==> src/rtl/serial_port_endpoint_pkg.sv <==
// Shared widths and defaults for the serial port endpoint.
// Byte width, FIFO depth default and transmit counter width.
package serial_port_endpoint_pkg;
    localparam int BYTE_W        = 8;
    localparam int DEFAULT_DEPTH = 8;
    localparam int COUNT_W       = 16;

    typedef logic [BYTE_W-1:0] byte_t;
endpackage

==> src/rtl/serial_port_endpoint_byte_fifo.sv <==
// First-word-fall-through byte FIFO; head shows the oldest entry, 8'h00 when empty.
// Latency: a byte pushed at edge N is at the head in the following cycle.
// Backpressure: full/empty come from registered pointers only; push when full and pop when empty are ignored.
module byte_fifo
    import serial_port_endpoint_pkg::*;
#(
    parameter int DEPTH = DEFAULT_DEPTH
) (
    input  logic  clock,
    input  logic  reset,
    input  logic  push,
    input  byte_t push_dat,
    input  logic  pop,
    output logic  full,
    output logic  empty,
    output byte_t head
);
    localparam int AW = $clog2(DEPTH);

    // Extra MSB on each pointer distinguishes full from empty when the low bits match.
    logic [AW:0] wr_ptr;
    logic [AW:0] rd_ptr;
    byte_t       mem [DEPTH];
    logic        push_ok;
    logic        pop_ok;

    assign full    = (wr_ptr[AW] != rd_ptr[AW]) && (wr_ptr[AW-1:0] == rd_ptr[AW-1:0]);
    assign empty   = (wr_ptr == rd_ptr);
    assign push_ok = push && !full;
    assign pop_ok  = pop && !empty;
    assign head    = empty ? '0 : mem[rd_ptr[AW-1:0]];

    always_ff @(posedge clock) begin
        if (!reset) begin
            wr_ptr <= '0;
            rd_ptr <= '0;
        end else begin
            if (push_ok) wr_ptr <= wr_ptr + (AW+1)'(1);
            if (pop_ok)  rd_ptr <= rd_ptr + (AW+1)'(1);
        end
    end

    // Storage needs no reset: stale entries are never visible past the empty mask.
    always_ff @(posedge clock) begin
        if (push_ok) mem[wr_ptr[AW-1:0]] <= push_dat;
    end
endmodule

==> src/rtl/serial_port_endpoint.sv <==
// Bridges a host byte stream and a processor serial port through one FIFO per direction.
// Latency: one cycle through either FIFO.
// Backpressure: readies are registered not-full; dropped processor writes and empty reads set sticky error flags.
module serial_port_endpoint
    import serial_port_endpoint_pkg::*;
#(
    parameter int DEPTH = DEFAULT_DEPTH
) (
    input  logic               clock,
    input  logic               reset,
    output byte_t              proc_rdata,
    output logic               proc_rvalid,
    input  logic               proc_rden,
    output logic               proc_wready,
    input  byte_t              proc_wdata,
    input  logic               proc_wren,
    input  byte_t              host_in_data,
    input  logic               host_in_valid,
    output logic               host_in_ready,
    output byte_t              host_out_data,
    output logic               host_out_valid,
    input  logic               host_out_ready,
    output logic               err_overflow,
    output logic               err_underflow,
    output logic [COUNT_W-1:0] tx_count
);
    logic rx_full;
    logic rx_empty;
    logic tx_full;
    logic tx_empty;

    byte_fifo #(.DEPTH(DEPTH)) u_rx_fifo (
        .clock    (clock),
        .reset    (reset),
        .push     (host_in_valid),
        .push_dat (host_in_data),
        .pop      (proc_rden),
        .full     (rx_full),
        .empty    (rx_empty),
        .head     (proc_rdata)
    );

    byte_fifo #(.DEPTH(DEPTH)) u_tx_fifo (
        .clock    (clock),
        .reset    (reset),
        .push     (proc_wren),
        .push_dat (proc_wdata),
        .pop      (host_out_ready),
        .full     (tx_full),
        .empty    (tx_empty),
        .head     (host_out_data)
    );

    assign host_in_ready  = !rx_full;
    assign proc_rvalid    = !rx_empty;
    assign proc_wready    = !tx_full;
    assign host_out_valid = !tx_empty;

    always_ff @(posedge clock) begin
        if (!reset) begin
            err_overflow  <= 1'b0;
            err_underflow <= 1'b0;
            tx_count      <= '0;
        end else begin
            if (proc_wren && tx_full)   err_overflow  <= 1'b1;
            if (proc_rden && rx_empty)  err_underflow <= 1'b1;
            if (proc_wren && !tx_full)  tx_count      <= tx_count + COUNT_W'(1);
        end
    end
endmodule

==> config.mk <==
export PLATFORM = sky130hd
export DESIGN_NAME = serial_port_endpoint
export DESIGN_NICKNAME = d
export VERILOG_FILES = /design/src/rtl/serial_port_endpoint_pkg.sv /design/src/rtl/serial_port_endpoint_byte_fifo.sv /design/src/rtl/serial_port_endpoint.sv
export SDC_FILE = /design/constraint.sdc
export NUM_CORES = 1
export LEC_CHECK = 0
export ABC_AREA = 0
export BUFFER_PORTS_ARGS = -buffer_cell sky130_fd_sc_hd__clkbuf_2
export CAP_MARGIN = 20
export CORE_ASPECT_RATIO = 1.2
export CORE_MARGIN = 5
export CORE_UTILIZATION = 25
export CTS_BUF_LIST = sky130_fd_sc_hd__clkbuf_8
export DETAILED_ROUTE_END_ITERATION = 6
export PLACE_DENSITY = 0.41
export SETUP_SLACK_MARGIN = 0.5
export SKIP_CTS_REPAIR_TIMING = 1
export SLEW_MARGIN = 15
export SYNTH_ARGS = -nofsm -noshare
export SYNTH_HDL_FRONTEND = slang
export SYNTH_SLANG_ARGS = --single-unit
==> constraint.sdc <==
create_clock -name clock -period 2.5 [get_ports clock]
set_input_delay 0.5 -clock clock [delete_from_list [all_inputs] [get_ports clock]]
set_output_delay 0.5 -clock clock [all_outputs]
set_load 0.005 [all_outputs]
==> results.env <==
AREA_DELTA_SYNTH_FINAL_PCT=24.7
GRT_ANTENNA_BEFORE_REPAIR=0
CORE.ROWCOUNT=66
SYNTH_TOP_FAMILY_BY_AREA='multiplexers'
MAX_STAGE_DELAY_NS=0.49
POST_SYNTHESIS_XOR_XNOR_AREA_FRACTION=0.0225
CLOCK_TREE_FROM_TRITONCTS='done'
IO-PIN-COUNT=60
TIMING.CRITICAL_PATH.SLOWEST_STAGE_CELL='sky130_fd_sc_hd__mux4_2'
YOSYS_WARNINGS=0
PORTBUFFERS=59
CRITICAL_PATH.MAX_FANOUT=8
REQUIRED_NS=2.00
REGTOREGENDPOINT='u_rx_fifo.mem[4][7]'
SYN_NETS=460
SYNTH_SEQ_AREA_SHARE=0.679
ROUTE.DETAILED.DRC=0
DP_HPWL_UM=9660
STARTING_DENSITY_OF_THE_CORE=0.252
DPL_WORST_SLACK_NS=0.237
OVERFLOW_LEFT_AFTER_GLOBAL_ROUTING=0
DRTPASS1ITERATIONS=4
ROUTE.DETAILED.VIAS_PER_INST=4.42
FINAL_LAYOUT_SIZE_SUFFIX_GT1_FRAC=0.388
WORST_MARGIN_SLEW_NS=0.723
IR_DROP_V=0.000378
CAP_VIOL_MAX_COUNT=0
YS.FLOP_TYPE='sky130_fd_sc_hd__edfxtp_1'
SYNTH_SEQ_CELLS=168
CELL_COUNT_AFTER_PLACEMENT=826
FF2FF_SETUP_SLACK_NS=0.59
FLOORPLAN.CORE_AREA_UM2=27100
CLOCK-SINKS=168
CLK_PIN_SLEW_NS=0.09
FINAL-SETUP-VIOL-COUNT=0
DIE_HEIGHT_UM=191
DETAIL-ROUTE-ANTENNA-NETS=0
SYNTH_CELLS=433
STDCELL_COUNT=878
CTSLONGESTPATHBUFFERS=2
STATUS='finished clean'
SYNTH_ENABLE_FLOP_CELLS=128
CP-ENDPOINT='proc_rdata[7]'
SYNTH.MUX.AREA_FRACTION=0.139
CP.DEPTH=6
GRT_FIRST_PASS_WIRELENGTH_UM=23500
RR_STARTPOINT='u_rx_fifo.wr_ptr[0]'
GPL.FINAL_WEIGHTED_CONGESTION=0.702
SETUP_SLACK_NS=0.0894
PIN_COUNT_OF_THE_BIGGEST_NET_ENTERING_GLOBAL_ROUTING=40
SYNTH_COMPOUND_AREA_FRAC=0.0447
POST-ROUTE-PERIOD-UTIL=0.964
FIRST_ITERATION_DETAILED_ROUTING_DRC_COUNT=204
FINAL_NET_COUNT=552
FINALMAXSLEWVIOLATIONS=0
P_TOTAL_uW=6430
TIMING.CRITICAL_PATH.ARRIVAL_NS=1.91
CRIT_PATH_CELL_TRACE='buf_12 > buf_4 > mux4_2 > mux2i_1 > nor2_1 > clkbuf_2'
KIND_OF_END_POINT_OF_THE_CRITICAL_PATH='output port'
START_KIND='flip-flop'
DIE_W_UM=161
SYNTHSIMPLEGATEAREAFRAC=0.0802
CRITPATHKIND='reg -> out'
FINALWIRELENGTH_UM=15200
DIE-AREA_UM2=30800
WORST_CLOCK_SKEW_NS=0.0168
GROUTE.USAGE.OVERALL=0.0999
POWER-PER-CELL-AREA_nW_PER_UM2=755
SYN_AREA_PER_CELL_UM2=15.8
CLOCK_LATENCY_NS=0.45
SLEW-LIMIT-HEADROOM=0.518
DIODES=0
SYNTH_AREA_UM2=6840
HOLD_VIOLATIONS=0
ACHIEVABLE-FREQUENCY_MHz=415
CTSROOTBUFFERMASTER='sky130_fd_sc_hd__clkbuf_8'
POWER.STATIC_LEAKAGE_uW=0.00283
CRITICAL_PATH.TOP_DELAY_FAMILY='multiplexers'
CTS-HTREE-LEVELS=4
PATH_BUF_INV=3
TOTAL_VIA_COUNT_AFTER_DETAILED_ROUTING=3878
RSZ0062_AT_GRT='yes'
POST_SYNTH_FA_HA_MAJ_AREA_FRACTION=0.00915
SYNTH.DISTINCT_CELLS=36
MIN-DELAY-PATH-CLASS='in -> reg'
CTS_MADE_BUFFERS=17
WORST-R2R-CELL-COUNT=5
ROUTE.DETAILED.WL_PER_INST_UM=17.3
ASYNC_SET_OR_RESET_REGISTER_RATIO_AFTER_SYNTHESIS=0
FIRST_GLOBAL_VIAS=4005
FIN_CRIT_NS=2.41
[sequential cells by signal, summed over array words and instances, names as in the netlist, named ones only]
signal / cells
u_rx_fifo.wr_ptr: 4
u_rx_fifo.rd_ptr: 4
u_rx_fifo.mem: 64
err_underflow: 1
u_tx_fifo.mem: 64
err_overflow: 1
u_tx_fifo.rd_ptr: 4
tx_count: 16
u_tx_fifo.wr_ptr: 4
[power breakdown]
group	leakage (µW)	switching [µW]	internal (µW)
combinational	0.00113	599	677
sequential	0.00150	80.7	3100
clock	0.000210	1060	915
[synth_stat cells, types with 5 or more instances]
master                     instances  area, µm²
sky130_fd_sc_hd__o31ai_1           8       60.1
sky130_fd_sc_hd__mux4_2           32        721
sky130_fd_sc_hd__clkbuf_1          9       33.8
sky130_fd_sc_hd__mux2i_1          23        230
sky130_fd_sc_hd__o21ai_0          12       60.1
sky130_fd_sc_hd__dfxtp_1          40        801
sky130_fd_sc_hd__ha_1              5       62.6
sky130_fd_sc_hd__edfxtp_1        128       3840
sky130_fd_sc_hd__buf_4             5       37.5
sky130_fd_sc_hd__inv_1            10       37.5
sky130_fd_sc_hd__or3_1            11       68.8
sky130_fd_sc_hd__nor2_1           39        146
sky130_fd_sc_hd__a21oi_1          22        110
sky130_fd_sc_hd__nand2_1          12       45.0
sky130_fd_sc_hd__nand3_1          11       55.1
sky130_fd_sc_hd__nand2b_1          7       43.8
sky130_fd_sc_hd__or4_1             9       67.6
sky130_fd_sc_hd__xor2_1           10       87.6
sky130_fd_sc_hd__nor3_1            8       40.0
sky130_fd_sc_hd__buf_2             5       25.0
[cells by family after synthesis]
logic type	after synthesis
xor gates and xnor gates	15
DFF	168
muxes	55
AOI/OAI and AO/OA	47
buffers and inverters	35
adders and majority gates	5
and+or+nand+nor	108
[final cells by class]
class                   count  area [µm²]
repair buffers             97         694
flip-flops and latches    168        4680
inverters                  11        41.3
fillers                  2674       18600
well taps                 340         425
multi-input cells         230        2280
clock inverters            15         164
clock buffers              17         234
[placed cells by master, fill, tap and decap left out, types with 3 or more instances in the layout]
| cell type | instances |
|---|---|
| sky130_fd_sc_hd__xor2_4 | 5 |
| sky130_fd_sc_hd__a21oi_1 | 22 |
| sky130_fd_sc_hd__or3_1 | 11 |
| sky130_fd_sc_hd__o31ai_1 | 8 |
| sky130_fd_sc_hd__dfxtp_1 | 25 |
| sky130_fd_sc_hd__xor2_1 | 7 |
| sky130_fd_sc_hd__dfxtp_4 | 8 |
| sky130_fd_sc_hd__nor2_1 | 29 |
| sky130_fd_sc_hd__o21ai_0 | 12 |
| sky130_fd_sc_hd__inv_1 | 10 |
| sky130_fd_sc_hd__nor3_1 | 3 |
| sky130_fd_sc_hd__nor2_4 | 7 |
| sky130_fd_sc_hd__buf_2 | 9 |
| sky130_fd_sc_hd__mux4_2 | 32 |
| sky130_fd_sc_hd__nor2_2 | 3 |
| sky130_fd_sc_hd__inv_8 | 3 |
| sky130_fd_sc_hd__clkbuf_8 | 17 |
| sky130_fd_sc_hd__buf_12 | 4 |
| sky130_fd_sc_hd__nand3_1 | 10 |
| sky130_fd_sc_hd__ha_1 | 5 |
| sky130_fd_sc_hd__or4_1 | 8 |
| sky130_fd_sc_hd__buf_6 | 7 |
| sky130_fd_sc_hd__nor3_4 | 4 |
| sky130_fd_sc_hd__buf_4 | 26 |
| sky130_fd_sc_hd__edfxtp_1 | 128 |
| sky130_fd_sc_hd__clkbuf_2 | 49 |
| sky130_fd_sc_hd__dfxtp_2 | 7 |
| sky130_fd_sc_hd__mux2i_1 | 19 |
| sky130_fd_sc_hd__nand2b_1 | 7 |
| sky130_fd_sc_hd__nand2_1 | 12 |
| sky130_fd_sc_hd__inv_6 | 5 |
[per-stage QoR]
stage          utilization  TNS, ns  hold slack, ns  instance area [µm²]
4_1_cts              0.296   -0.353           0.294                 8020
2_1_floorplan            -        0           0.459                 6880
3_3_place_gp         0.282        0           0.459                 7620
3_5_place_dp         0.282        0           0.468                 7620
6_report             0.315        0           0.331                 8520
5_1_grt              0.315  -0.0361           0.302                 8520
[routing by layer]
metal,GRT usage,up-vias,wire (µm),share of wire
li1,-,1857,-,-
met1,0.122,1956,6440,0.43
met2,0.171,51,8030,0.53
met3,0.0250,14,442,0.029
met4,0.0384,0,233,0.015
met5,0,-,0,0
[worst min path at each step]
stage / start / end / slack (ns) / depth (start not counted)
2_1_floorplan: tx_count[15] / tx_count[15] / 0.46 / 2
3_3_place_gp: err_overflow / err_overflow / 0.46 / 2
3_5_place_dp: err_overflow / err_overflow / 0.47 / 2
4_1_cts: proc_wdata[3] / u_tx_fifo.mem[5][3] / 0.29 / 1
5_1_grt: proc_wdata[6] / u_tx_fifo.mem[0][6] / 0.30 / 1
6_report: proc_wdata[3] / u_tx_fifo.mem[5][3] / 0.33 / 1
Power figures use the tool's default switching activity.
